## src/rtl/rc4_pkg.sv

```systemverilog
// Shared RC4 definitions used by the init, key-scheduling and PRGA stages.
// Holds the KSA state encoding and the default key/memory-latency parameters.
package rc4_pkg;

  localparam int RC4_N         = 256;
  localparam int RC4_KEY_BYTES = 3;
  localparam int RC4_READ_WAIT = 2;

  typedef enum logic [3:0] {
    ST_IDLE,
    ST_RD_I,
    ST_WAIT_I,
    ST_CAP_I,
    ST_RD_J,
    ST_WAIT_J,
    ST_CAP_J,
    ST_WR_I,
    ST_WR_J,
    ST_NEXT,
    ST_DONE
  } ksa_state_t;

endpackage

```

## src/rtl/rc4_ksa_if.sv

```systemverilog
// Control and S-memory bus of the key-scheduling stage.
// master = the KSA (drives the memory), slave = the surrounding controller/memory.
interface rc4_ksa_if
  import rc4_pkg::*;
#(
  parameter int KEY_BYTES = RC4_KEY_BYTES
);
  logic                   start;
  logic [8*KEY_BYTES-1:0] secret_key;
  logic                   busy;
  logic                   done;
  logic [7:0]             addr;
  logic [7:0]             rddata;
  logic [7:0]             wrdata;
  logic                   wren;

  modport master (
    input  start, secret_key, rddata,
    output busy, done, addr, wrdata, wren
  );

  modport slave (
    output start, secret_key, rddata,
    input  busy, done, addr, wrdata, wren
  );
endinterface

```

## src/rtl/rc4_key_byte_sel.sv

```systemverilog
// Picks key byte kidx from the registered key; byte 0 is the most significant byte.
module rc4_key_byte_sel #(
  parameter int KEY_BYTES = 3,
  parameter int KW        = (KEY_BYTES > 1) ? $clog2(KEY_BYTES) : 1
) (
  input  logic [8*KEY_BYTES-1:0] i_key,
  input  logic [KW-1:0]          i_kidx,
  output logic [7:0]             o_byte
);

  always_comb begin
    o_byte = 8'h00;
    for (int k = 0; k < KEY_BYTES; k++) begin
      if (i_kidx == KW'(k)) o_byte = i_key[8*(KEY_BYTES-1-k) +: 8];
    end
  end

endmodule

```

## src/rtl/rc4_ksa.sv

```systemverilog
// RC4 key-scheduling FSM: permutes the shared S memory in place with the secret key.
// State table:
//   IDLE   | waiting for start after reset
//   RD_I   | drive addr=i
//   WAIT_I | memory latency for S[i] (READ_WAIT cycles)
//   CAP_I  | capture S[i], update j
//   RD_J   | drive addr=j
//   WAIT_J | memory latency for S[j] (READ_WAIT cycles)
//   CAP_J  | capture S[j]
//   WR_I   | write S[j] to address i
//   WR_J   | write S[i] to address j
//   NEXT   | advance i/kidx or finish
//   DONE   | permutation complete, done held, PRGA may start
module rc4_ksa
  import rc4_pkg::*;
#(
  parameter int KEY_BYTES = RC4_KEY_BYTES,
  parameter int READ_WAIT = RC4_READ_WAIT
) (
  input  logic     clk,
  input  logic     reset,
  rc4_ksa_if.master bus
);

  localparam int KW = (KEY_BYTES > 1) ? $clog2(KEY_BYTES) : 1;
  localparam int WW = (READ_WAIT > 1) ? $clog2(READ_WAIT) : 1;

  ksa_state_t             r_state;
  logic [8*KEY_BYTES-1:0] r_key;
  logic [7:0]             r_i;
  logic [7:0]             r_j;
  logic [KW-1:0]          r_kidx;
  logic [7:0]             r_s_i;
  logic [7:0]             r_s_j;
  logic [WW-1:0]          r_wait;
  logic                   r_busy;
  logic                   r_done;
  logic [7:0]             r_addr;
  logic [7:0]             r_wrdata;
  logic                   r_wren;
  logic [7:0]             w_kbyte;

  rc4_key_byte_sel #(
    .KEY_BYTES (KEY_BYTES),
    .KW        (KW)
  ) u_key_sel (
    .i_key  (r_key),
    .i_kidx (r_kidx),
    .o_byte (w_kbyte)
  );

  always_ff @(posedge clk or negedge reset) begin
    if (!reset) begin
      r_state  <= ST_IDLE;
      r_key    <= '0;
      r_i      <= 8'd0;
      r_j      <= 8'd0;
      r_kidx   <= '0;
      r_s_i    <= 8'd0;
      r_s_j    <= 8'd0;
      r_wait   <= '0;
      r_busy   <= 1'b0;
      r_done   <= 1'b0;
      r_addr   <= 8'd0;
      r_wrdata <= 8'd0;
      r_wren   <= 1'b0;
    end else begin
      case (r_state)
        ST_IDLE, ST_DONE: begin
          r_addr <= 8'd0;
          r_wren <= 1'b0;
          if (bus.start) begin
            r_key   <= bus.secret_key;
            r_i     <= 8'd0;
            r_j     <= 8'd0;
            r_kidx  <= '0;
            r_done  <= 1'b0;
            r_busy  <= 1'b1;
            r_state <= ST_RD_I;
          end
        end
        ST_RD_I: begin
          r_addr  <= r_i;
          r_wren  <= 1'b0;
          r_wait  <= WW'(READ_WAIT - 1);
          r_state <= (READ_WAIT == 0) ? ST_CAP_I : ST_WAIT_I;
        end
        ST_WAIT_I: begin
          if (r_wait == '0) r_state <= ST_CAP_I;
          else              r_wait  <= r_wait - 1'b1;
        end
        ST_CAP_I: begin
          r_s_i   <= bus.rddata;
          r_j     <= r_j + bus.rddata + w_kbyte;
          r_state <= ST_RD_J;
        end
        ST_RD_J: begin
          r_addr  <= r_j;
          r_wait  <= WW'(READ_WAIT - 1);
          r_state <= (READ_WAIT == 0) ? ST_CAP_J : ST_WAIT_J;
        end
        ST_WAIT_J: begin
          if (r_wait == '0) r_state <= ST_CAP_J;
          else              r_wait  <= r_wait - 1'b1;
        end
        ST_CAP_J: begin
          r_s_j   <= bus.rddata;
          r_state <= ST_WR_I;
        end
        // Both reads are complete here, so i==j simply writes the same value twice.
        ST_WR_I: begin
          r_addr   <= r_i;
          r_wrdata <= r_s_j;
          r_wren   <= 1'b1;
          r_state  <= ST_WR_J;
        end
        ST_WR_J: begin
          r_addr   <= r_j;
          r_wrdata <= r_s_i;
          r_wren   <= 1'b1;
          r_state  <= ST_NEXT;
        end
        ST_NEXT: begin
          r_wren <= 1'b0;
          if (r_i == 8'(RC4_N - 1)) begin
            r_busy  <= 1'b0;
            r_done  <= 1'b1;
            r_state <= ST_DONE;
          end else begin
            r_i     <= r_i + 8'd1;
            r_kidx  <= (r_kidx == KW'(KEY_BYTES - 1)) ? '0 : r_kidx + 1'b1;
            r_state <= ST_RD_I;
          end
        end
        default: r_state <= ST_IDLE;
      endcase
    end
  end

  assign bus.busy   = r_busy;
  assign bus.done   = r_done;
  assign bus.addr   = r_addr;
  assign bus.wrdata = r_wrdata;
  assign bus.wren   = r_wren;

endmodule

```

## src/flat_wrapper.sv

```systemverilog
// flat-port wrapper written by rule: the top's interface ports become plain ports
module rc4_ksa_flat import rc4_pkg::*;
#(
  parameter int KEY_BYTES = RC4_KEY_BYTES,
  parameter int READ_WAIT = RC4_READ_WAIT
)
  (clk, reset, bus_start, bus_secret_key, bus_rddata, bus_busy, bus_done, bus_addr, bus_wrdata, bus_wren);
  rc4_ksa_if #(.KEY_BYTES(KEY_BYTES)) bus_i ();
  input  logic clk;
  input  logic reset;
  input wire logic [$bits(bus_i.start)-1:0] bus_start;
  input wire logic [$bits(bus_i.secret_key)-1:0] bus_secret_key;
  input wire logic [$bits(bus_i.rddata)-1:0] bus_rddata;
  output wire logic [$bits(bus_i.busy)-1:0] bus_busy;
  output wire logic [$bits(bus_i.done)-1:0] bus_done;
  output wire logic [$bits(bus_i.addr)-1:0] bus_addr;
  output wire logic [$bits(bus_i.wrdata)-1:0] bus_wrdata;
  output wire logic [$bits(bus_i.wren)-1:0] bus_wren;
  assign bus_i.start = bus_start;
  assign bus_i.secret_key = bus_secret_key;
  assign bus_i.rddata = bus_rddata;
  assign bus_busy = bus_i.busy;
  assign bus_done = bus_i.done;
  assign bus_addr = bus_i.addr;
  assign bus_wrdata = bus_i.wrdata;
  assign bus_wren = bus_i.wren;
  rc4_ksa #(.KEY_BYTES(KEY_BYTES), .READ_WAIT(READ_WAIT)) u_core (.clk(clk), .reset(reset), .bus(bus_i));
endmodule
```

## config.mk

```make
export PLATFORM = sky130hd
export DESIGN_NAME = rc4_ksa_flat
export DESIGN_NICKNAME = d
export VERILOG_FILES = /design/src/rtl/rc4_pkg.sv /design/src/rtl/rc4_ksa_if.sv /design/src/rtl/rc4_key_byte_sel.sv /design/src/rtl/rc4_ksa.sv /design/src/flat_wrapper.sv
export SDC_FILE = /design/constraint.sdc
export NUM_CORES = 1
export LEC_CHECK = 0
export CORE_MARGIN = 2
export CORE_UTILIZATION = 42
export CTS_CLUSTER_DIAMETER = 100
export DETAILED_ROUTE_END_ITERATION = 10
export GPL_TIMING_DRIVEN = 0
export HOLD_SLACK_MARGIN = 0.06
export PLACE_DENSITY_LB_ADDON = 0.08
export SLEW_MARGIN = 20
export SYNTH_ARGS = -nofsm -noshare
export SYNTH_HDL_FRONTEND = slang
export SYNTH_SLANG_ARGS = --single-unit
```

## constraint.sdc

```tcl
create_clock -name clk -period 6.8 [get_ports clk]
set_clock_uncertainty 0.1 [all_clocks]
set_input_delay 2.04 -clock clk [delete_from_list [all_inputs] [get_ports clk]]
set_output_delay 2.04 -clock clk [all_outputs]
set_load 0.02 [all_outputs]
```

==> metrics.txt <==
status=finished clean; Antenna Nets Post-Route=0; worst slew pin tran=0.943 ns; FMAX=0.231 GHz; VDD IR max=0.0000979 V; arrival time worst endpoint=4.43 ns; dominant cell type by area after synthesis=dfrtp_1; CP max FO=2; Initial Util=0.430; Worst slew margin=0.366; CTS clk-pin slew, worst paths=0.08 ns; max-slew violation count=0; Ys Warns=0; Hold Path End=u_core.r_key[8]; Root Driver=clkbuf_8; Async SR Flop Fraction=1.00; worst reg2reg path depth=14; Die Wd=104 um; Post-layout nets=551; crit-path cells=clkdlybuf4s50_1 -> inv_1 -> fa_1 -> inv_1 -> ha_1 -> inv_1 -> fa_1 -> nor2b_1 -> o31a_1 -> o22ai_1 -> xnor2_1 -> o21ai_0; Mean Syn Cell Area=9.56 sq um; post-cts resize count=0; Clk Latency, worst-skew pair=0.35 ns; Crit-path slowest cell=clkdlybuf4s50_1; GRT Residual Overflow=0; crit-path leading delay family=adder cells; Starting DRT DRC Count=151; period utilization=0.635; port bufs=53; Hold Buf Count CTS=0; clock buffer depth=2; DRC viols=0; most frequent cell after synthesis=nand2_1; antenna violations before repair=0; hold slack=0.380 ns; FP Rows=36; hold_sp=u_core.r_key[8]; 1st-pass router iterations=5; GRT Total Usage=0.189; share of layout cells above drive strength 1=0.0810; Setup Crit Path Kind=input pin to flop; max incr delay on CP=0.49 ns; Boundary Pins=54; crit end category=flop; Pwr Density=251 nW/um^2; wire per inst=14.8 um; top_reg_cell synth=dfrtp_1; Min-Delay Path Class=flop to flop; Setup TNS=0 ns; Final Hold Viols=0; Die H=104 um; worst endpoint required time=6.91 ns; Yosys reg bits=82; worst r2r src=u_core.r_kidx[0]; Leak=2.37 nW; vias per inst=5.08; Routed Wire Length=9.43 mm; H-tree Lvls=3; core area=9680 sq um; CP Launch Type=input pin; Post-synth EDFFs=0; R2R Setup Slk=3.30 ns; area grow syn2layout=21.7%; top-area cell type share of the netlist area=0.492; CTS tree=yes; Seq/Total Area, Yosys=0.492; top cells by count, synth=nand2_1 (87), dfrtp_1 (82), inv_1 (40); die area=10700 sq um; Hold Path Cell Cnt=2; crit path buf inv count=4; ranking of synthesized cells by area=dfrtp_1 (49%), nand2_1 (7.8%), mux2i_1 (4.1%), fa_1 (3.8%), inv_1 (3.6%); fillers=915; fin crit period=4.32 ns; RSZ-0062 raised after global routing=false; first-pass GRT wire length=16.3 mm; TritonCTS buffer count=9; global placement routability congestion=0.831; n_diodes=0; pin count of the biggest net entering global routing=57; post-CTS setup buffer count=0; Clock Sinks=82; Layout Utilization=0.524; Vias=3247; post-synthesis instance total=436; vias in the first global route=3260; final setup fails=0; DP HPWL=6.95 mm; crit-path most repeated cell=inv_1; Unique masters post-synth=49; syn_nets=486; Post-Syn Area=4170 sq um; max cap viols=0; R2R Path End=u_core.r_j[7]
layout by cell type, fill, tap and decap left out, types with 6 or more instances in the layout:
cell type and instances:
a21oi_1 26, nand2b_1 6, clkbuf_1 13, mux2i_1 17, clkbuf_8 11, a222oi_1 8
nand3_1 11, ha_1 7, o21ai_0 24, nand2_1 87, dfrtp_1 82, clkdlybuf4s50_1 52
fa_1 8, inv_1 40, xnor2_1 6, nor2_1 26, mux2_2 9
stage by stage:
step                setup WS, ns  instance area [sq um]  power [mW]  cells
finish                      2.48                   5070        1.27    639
global route                2.35                   5070        1.36    639
CTS                         2.50                   5070        1.29    639
detailed placement          2.13                   4890       0.958    623
global placement           0.507                   4860       0.946    622
floorplan                   2.83                   4170       0.817    436
sequential cells by signal (all words and copies together), names as in the netlist, 4 cells and up:
register and flops:
u_core.r_key 24, u_core.bus.addr 8, u_core.bus.wrdata 8, u_core.r_i 8, u_core.r_j 8, u_core.r_s_i 8
u_core.r_s_j 8, u_core.r_state 4
worst max path at each step:
stage                        startpoint                to  slack [ns]  depth (start not counted)
after floorplan           bus_rddata[1]     u_core.r_j[7]        2.83                         11
after global placement            reset  u_core.r_key[12]        0.51                          1
after detailed placement  bus_rddata[1]     u_core.r_j[7]        2.13                         12
after CTS                 bus_rddata[1]     u_core.r_j[7]        2.50                         12
after global routing      bus_rddata[1]     u_core.r_j[7]        2.35                         12
final                     bus_rddata[1]     u_core.r_j[7]        2.48                         12
tightest hold or removal path: cells and delay by family, from the launching register on:
family | cells | cell delay (ns)
flops | 1 | 0.35
simple gates | 2 | 0.10
kinds of logic (layout without fill, tap and decap cells):
family	after synthesis	count (layout)	share of synthesized area
simple gates	156	156	0.167
compound gates	86	86	0.134
flops	82	82	0.492
buf+inv	61	131	0.0609
mux	26	26	0.0651
fa+ha+maj	15	15	0.0594
xor+xnor	10	10	0.0210
metal layers:
layer  share of wire  vias up  global-route usage
li1                -     1603                   -
met3           0.042       13              0.0334
met1            0.47     1553               0.264
met2            0.46       78               0.296
met4           0.020        0              0.0724
met5               0        -                   0
layout make-up:
type | instances | area, sq um | area share
Multi-Input combinational cell | 293 | 1860 | 0.367
Clock buffer | 12 | 155 | 0.0306
Timing Repair Buffer | 54 | 556 | 0.110
Inverter | 40 | 150 | 0.0296
Tap cell | 133 | 166 | 0.0328
Clock inverter | 4 | 26.3 | 0.00518
Buffer | 21 | 104 | 0.0205
Sequential cell | 82 | 2050 | 0.405
power breakdown:
part / leakage [nW] / switching, mW / internal, mW
Sequential: 1.03 / 0.0464 / 0.540
Clock: 0.0924 / 0.178 / 0.152
Combinational: 1.24 / 0.175 / 0.183
Note: power is estimated with default switching activity, not from simulation.
